## config.mk

```make
export PLATFORM = sky130hd
export DESIGN_NAME = ram_access_arbiter
export DESIGN_NICKNAME = d
export VERILOG_FILES = /design/src/rtl/ram_access_arbiter.sv
export SDC_FILE = /design/constraint.sdc
export NUM_CORES = 1
export LEC_CHECK = 0
export CORE_ASPECT_RATIO = 1.4
export CORE_MARGIN = 3
export CORE_UTILIZATION = 30
export CTS_BUF_LIST = sky130_fd_sc_hd__clkbuf_8 sky130_fd_sc_hd__clkbuf_16
export DETAILED_ROUTE_END_ITERATION = 8
export MAX_ROUTING_LAYER = met4
export PLACE_DENSITY = 0.69
export SETUP_SLACK_MARGIN = 0.2
export SYNTH_ARGS = -nofsm -noshare
export SYNTH_HDL_FRONTEND = slang
export SYNTH_SLANG_ARGS = --single-unit
```

## constraint.sdc

```tcl
create_clock -name clk -period 4.2 [get_ports clk]
set_input_delay 1.26 -clock clk [delete_from_list [all_inputs] [get_ports clk]]
set_output_delay 1.26 -clock clk [all_outputs]
set_load 0.1 [all_outputs]
```

## src/rtl/ram_access_arbiter.sv

```systemverilog
// Two-port valid/ready arbiter and sequencer for a single-port combinational data RAM.
// Optional RAM_ARB_ROUND_ROBIN_EN selects round-robin grant instead of fixed priority to port 1.
module ram_access_arbiter #(
    parameter int DEPTH = 256,
    parameter int WIDTH = 32,
    parameter int AW    = 32
) (
    input  logic                     clk,
    input  logic                     reset,

    input  logic                     p0_valid,
    output logic                     p0_ready,
    input  logic [AW-1:0]            p0_addr,
    input  logic [WIDTH-1:0]         p0_wdata,
    input  logic                     p0_we,
    output logic                     p0_rsp_valid,
    output logic [WIDTH-1:0]         p0_rsp_rdata,
    output logic                     p0_rsp_err,

    input  logic                     p1_valid,
    output logic                     p1_ready,
    input  logic [AW-1:0]            p1_addr,
    input  logic [WIDTH-1:0]         p1_wdata,
    input  logic                     p1_we,
    output logic                     p1_rsp_valid,
    output logic [WIDTH-1:0]         p1_rsp_rdata,
    output logic                     p1_rsp_err,

    output logic [$clog2(DEPTH)-1:0] ram_address,
    output logic [WIDTH-1:0]         ram_dataIn,
    output logic                     ram_writeEnable,
    input  logic [WIDTH-1:0]         ram_dataOut
);

    localparam int RAW = $clog2(DEPTH);

    localparam logic [0:0] ST_IDLE   = 1'b0;
    localparam logic [0:0] ST_ACCESS = 1'b1;

    logic [0:0]       state;
    logic             grant1;
    logic             accept;
    logic [AW-1:0]    req_addr;
    logic [WIDTH-1:0] req_wdata;
    logic             req_we;
    logic             req_in_range;
    logic             acc_port;
    logic             acc_err;

`ifdef RAM_ARB_ROUND_ROBIN_EN
    // Pointer holds the port granted most recently; the other port wins a conflict.
    logic last_grant;

    always_comb begin
        if (p0_valid && p1_valid) begin
            grant1 = ~last_grant;
        end else begin
            grant1 = p1_valid;
        end
    end

    always_ff @(posedge clk or posedge reset) begin
        if (reset) begin
            last_grant <= 1'b1;
        end else if (accept) begin
            last_grant <= grant1;
        end
    end
`else
    always_comb begin
        grant1 = p1_valid;
    end
`endif

    // Ready is gated by reset so no handshake completes while reset is held.
    always_comb begin
        accept   = !reset && (state == ST_IDLE) && (p0_valid || p1_valid);
        p0_ready = accept && !grant1;
        p1_ready = accept && grant1;
    end

    always_comb begin
        req_addr     = grant1 ? p1_addr  : p0_addr;
        req_wdata    = grant1 ? p1_wdata : p0_wdata;
        req_we       = grant1 ? p1_we    : p0_we;
        req_in_range = (req_addr < AW'(DEPTH));
    end

    // RAM controls are registered; write-enable is high only during ACCESS
    // and drops asynchronously on reset.
    always_ff @(posedge clk or posedge reset) begin
        if (reset) begin
            state           <= ST_IDLE;
            acc_port        <= 1'b0;
            acc_err         <= 1'b0;
            ram_address     <= '0;
            ram_dataIn      <= '0;
            ram_writeEnable <= 1'b0;
        end else begin
            case (state)
                ST_IDLE: begin
                    if (accept) begin
                        state           <= ST_ACCESS;
                        acc_port        <= grant1;
                        acc_err         <= !req_in_range;
                        ram_address     <= req_addr[RAW-1:0];
                        ram_dataIn      <= req_wdata;
                        ram_writeEnable <= req_we && req_in_range;
                    end
                end
                default: begin
                    state           <= ST_IDLE;
                    ram_writeEnable <= 1'b0;
                end
            endcase
        end
    end

    always_ff @(posedge clk or posedge reset) begin
        if (reset) begin
            p0_rsp_valid <= 1'b0;
            p0_rsp_err   <= 1'b0;
            p0_rsp_rdata <= '0;
            p1_rsp_valid <= 1'b0;
            p1_rsp_err   <= 1'b0;
            p1_rsp_rdata <= '0;
        end else begin
            p0_rsp_valid <= (state == ST_ACCESS) && !acc_port;
            p0_rsp_err   <= (state == ST_ACCESS) && !acc_port && acc_err;
            p1_rsp_valid <= (state == ST_ACCESS) && acc_port;
            p1_rsp_err   <= (state == ST_ACCESS) && acc_port && acc_err;
            if ((state == ST_ACCESS) && !acc_port) begin
                p0_rsp_rdata <= acc_err ? '0 : ram_dataOut;
            end
            if ((state == ST_ACCESS) && acc_port) begin
                p1_rsp_rdata <= acc_err ? '0 : ram_dataOut;
            end
        end
    end

endmodule

```

# Word level (Yosys, flattened, before mapping)
# Cells that the tools add are included.
# op_classes
addsub	0
reduce_logical	16
multipliers	0
bitwise_logic	1
shifts	0
mux	8
n_lt_le_gt_ge	1
n_div	0
eq_ne	0
# op_table
cell	n
$mux 32	3
$lt 32x9->1 const B	1
$logic_and 1x1->1	9
$mux 1	5
$logic_not 1->1	4
$reduce_and 2->1	1
$reduce_bool 2->1	1
$logic_or 1x1->1	1
$not 1->1	1
# totals
mem_count	0
latchBits	0
output_inout_bits	111
reg_bits	112
input_bits	166
ram_bits	0
romBits	0
elab_cells	38

# Depth between registers and ports, before layout
# logic_depth
ltp_word	5
ltp_mapped	6
ltp_nobuf	4

# Worst setup path after synthesis
# Ideal clock, no wire load.
# synth_path
path_kind	input port to output port
from	input port p1_valid
to	output port p0_ready
t_required_ns	2.940
arrival_ns	4.656
path_slack_ns	-1.716
n_path_buf	1
path_stages	2
cell_sequence	buf_2 > nor4b_1
# synth_via
elab_chain_len	3
word_cells_on_any_way	4
classes_between	reduce/logical (4)
# synth_lines
item	line_no	source
start, declared	20	input logic p1_valid,
$logic_or 1x1->1	77	accept = !reset && (state == ST_IDLE) && (p0_valid || p1_valid);
$logic_and 1x1->1	77	
$logic_and 1x1->1 *	78	p0_ready = accept && !grant1;
end, declared	12	output logic p0_ready,
# Mark *: on every way between the ends. The rest lies on a longest branch, timed or not.

# Worst setup path in the final report
# layout_path
from	input port reset
to	output port p1_ready
# layout_via
elab_chain_len	4
# layout_lines
item	line_no	source
start, declared	9	input logic reset,
$logic_not 1->1 (no line)	n/a	
$logic_and 1x1->1 (2 in series)	77	
$logic_and 1x1->1	79	p1_ready = accept && grant1;
end, declared	21	output logic p1_ready,
# Every way passes these cells.

==> summary.txt <==
Outcome
  • Status: completed

Global routing
  • Gr usage total: 0.174
  • Vias in the first global route: 4,470
  • First-pass GRT wire length: roughly 23 mm
  • Remaining global-route overflow: 0
  • Antenna violations before repair: 0
  • Largest net degree at the start of global routing: 67

Die
  • Boundary pin count: around 280
  • Die Span X: approximately 110 µm
  • Die Ht: about 150 µm
  • Die Footprint: about 17,000 µm²
  • Initial core utilization: 0.306
  • Row count: 53
  • Core box area: about 15,000 µm²

Synth
  • Post-Syn Nets: around 600
  • Seq/Total Area, Yosys: 0.608
  • Yosys top cell area share: 0.608
  • Most numerous cell in the Yosys netlist: dfrtp_1
  • Synth Instances: roughly 430
  • Synth unique cells: 26
  • Largest cells by area after synthesis: dfrtp_1, a221o_1, nand2_1
  • Synth Area in Adders: 0
  • Mux cell area share after synthesis: 0
  • Post-synthesis register bit count: ~110
  • Dominant synthesized flop cell: dfrtp_1
  • Post-Syn Area: roughly 4600 µm²
  • Xor and xnor fraction of the mapped netlist area: 0
  • Post-synthesis compound-gate area fraction: 0.168
  • Top post-synthesis cells by count: dfrtp_1, nand2_1, o21ai_0
  • Number of synthesized flops with an enable pin: 0
  • Area leader, netlist: dfrtp_1
  • Yosys warnings: 0
  • Simple-gate area share of the yosys netlist: 0.175
  • Largest family of logic cells by synthesized area: simple AND/OR/NAND/NOR gates
  • Post-synth ARST share: 1.00
  • Syn_area_per_cell: between 10 and 15 µm²

Placed design
  • Port buffer count: 276
  • Pre-CTS setup slack: about 0.38 ns
  • DP HPWL: 11.3 mm
  • Post-DP Area: around 7500 µm²
  • GPL Wtd Cong: roughly 0.83

Setup path
  • Max stage delay cell, worst path: clkdlybuf4s50_1
  • R2r setup slk: 2.27 ns
  • Setup Crit Path Kind: in2out
  • Worst r2r src: state
  • Critical path endpoint: p1_ready
  • CP arrival: 2.54 ns
  • Crit. Startpoint: reset
  • R2R Path End: ram_writeEnable
  • CP startpoint kind: input pin
  • CP max stage delay: approximately 0.53 ns
  • Critical path cell sequence: clkdlybuf4s50_1 -> nor2_2 -> and2_1 -> buf_12
  • R2R depth: 5
  • Worst EP required: between 2 and 3 ns
  • Largest fanout on the critical path: 3
  • Crit end category: output pin

Timing
  • Fin. Hold Viols: 0
  • Max Clk Rate: approximately 260 MHz
  • Max-slew headroom: 0.248
  • Min cycle time layout: approximately 3.8 ns
  • Final Max Tran Viols: 0
  • Setup ws final: around 0.4 ns
  • Worst-Margin Slew: about 1.1 ns
  • Period Utilization, post-route: 0.905
  • RSZ-0062 raised after global routing: false
  • Hold_ws: a little under 0.5 ns
  • Setup TNS: 0 ns
  • Setup clock skew after layout: approximately 0.0080 ns
  • Endpoints failing setup: 0

Pwr
  • Power per cell area: around 650 nW/µm²
  • Leakage power: between 3 and 4 nW
  • Peak VDD IR: 0.000321 V
  • Total Power: about 5.1 mW

Drt
  • Routed Antenna Nets: 0
  • Routed wire per std cell: 16.6 µm
  • Drt via density: ~4.9
  • First-pass DRT Iterations: 5
  • DRT iter0 DRCs: approximately 200
  • Vias: between 4,000 and 5,000
  • Total Wirelength: 14.7 mm
  • DRC Markers: 0

Clocking
  • Clk root buf: clkbuf_16
  • CTS clk-pin slew, worst paths: 0.08 ns
  • Clk_lat worst skew: ~0.34 ns
  • CTS tree: yes
  • H-tree Lvls: 3
  • CTS Hold Bufs: 0
  • Clk buf depth: 2
  • Post-cts sizing count: 0
  • CTS sink cnt: between 100 and 150
  • CTS Buf Count: 9
  • Setup Buffers After CTS: 0

Layout
  • Share of layout cells above drive strength 1: 0.0506
  • FILL cells: about 1,400
  • Final nets: around 850
  • Area growth syn-to-layout: 69.6%
  • Post-route cell area: around 7800 µm²
  • Ant diodes: 0

Run
  • Max Cap Viol: 0

Worst hold path
  • Hold Crit Class: reg2reg
[final cells by class]
type / instances / area (µm²) / area share
Clock inverter: 7 / 61.3 / 0.00784
Clock buffer: 9 / 225 / 0.0288
Inverter: 6 / 26.3 / 0.00336
Timing Repair Buffer: 286 / 2860 / 0.366
Tap cell: 192 / 240 / 0.0307
Sequential cell: 112 / 2800 / 0.358
Multi-Input combinational cell: 272 / 1600 / 0.205
[sequential cells by signal, summed over array words and instances, names as in the netlist]
register         cells
p0_rsp_err           1
acc_port             1
p0_rsp_rdata        32
acc_err              1
ram_address          8
p0_rsp_valid         1
p1_rsp_err           1
p1_rsp_rdata        32
p1_rsp_valid         1
ram_writeEnable      1
ram_dataIn          32
state                1
[critical path: cells and delay by family]
kind | cells | cell delay, ns
buf+inv | 2 | 0.74
simple gates | 2 | 0.53
[cells in the final DEF, fill, tap and decap left out]
master / n
buf_12: 3
a21o_1: 1
a22o_1: 1
buf_4: 10
dfrtp_1: 112
nand2b_2: 1
nor2_2: 1
clkbuf_16: 9
clkinvlp_4: 1
nor4b_1: 1
o21ai_0: 65
a221o_1: 40
nand3_1: 2
clkdlybuf4s50_1: 272
inv_6: 3
and2_1: 1
clkinv_1: 1
nand2_1: 97
nor3_1: 2
nor3b_1: 40
a32o_1: 1
clkinv_4: 1
nand2_2: 1
o22ai_1: 1
nor4b_4: 1
buf_2: 1
inv_8: 2
nor4_1: 9
nor2_1: 4
inv_1: 5
o21ai_4: 1
nand4_1: 2
[cell families after synthesis]
| kind of cell | after synthesis |
|---|---|
| compound gates | 110 |
| simple gates | 162 |
| flops | 112 |
| buf+inv | 42 |
[worst min-delay path by stage]
stage / startpoint / slack, ns / cells after the start / end
after global routing: p1_rsp_rdata[15] / 0.50 / 2 / p1_rsp_rdata[15]
after detailed placement: p1_rsp_rdata[23] / 0.47 / 2 / p1_rsp_rdata[23]
after floorplan: acc_err / 0.46 / 2 / acc_err
after CTS: p1_rsp_rdata[23] / 0.49 / 2 / p1_rsp_rdata[23]
after global placement: p0_rsp_rdata[19] / 0.46 / 2 / p0_rsp_rdata[19]
final: p1_rsp_rdata[23] / 0.48 / 2 / p1_rsp_rdata[23]
[layer usage]
layer	up-vias	wire [µm]	global-route usage
met5	-	0	-
met4	0	325	0.0622
met3	25	925	0.0294
met2	204	7490	0.303
met1	2022	5930	0.201
li1	2037	-	-
[through the flow]
stage / util / cells
after floorplan: - / 426
after detailed placement: 0.501 / 868
after CTS: 0.520 / 884
after global placement: 0.501 / 868
final: 0.520 / 884
after global routing: 0.520 / 884
[power by group]
part | switching (mW) | leakage, nW | internal (mW)
logic | 2.14 | 1.65 | 0.662
registers | 0.139 | 1.42 | 1.32
clock network | 0.405 | 0.146 | 0.417
(Power assumes the default switching activity.)
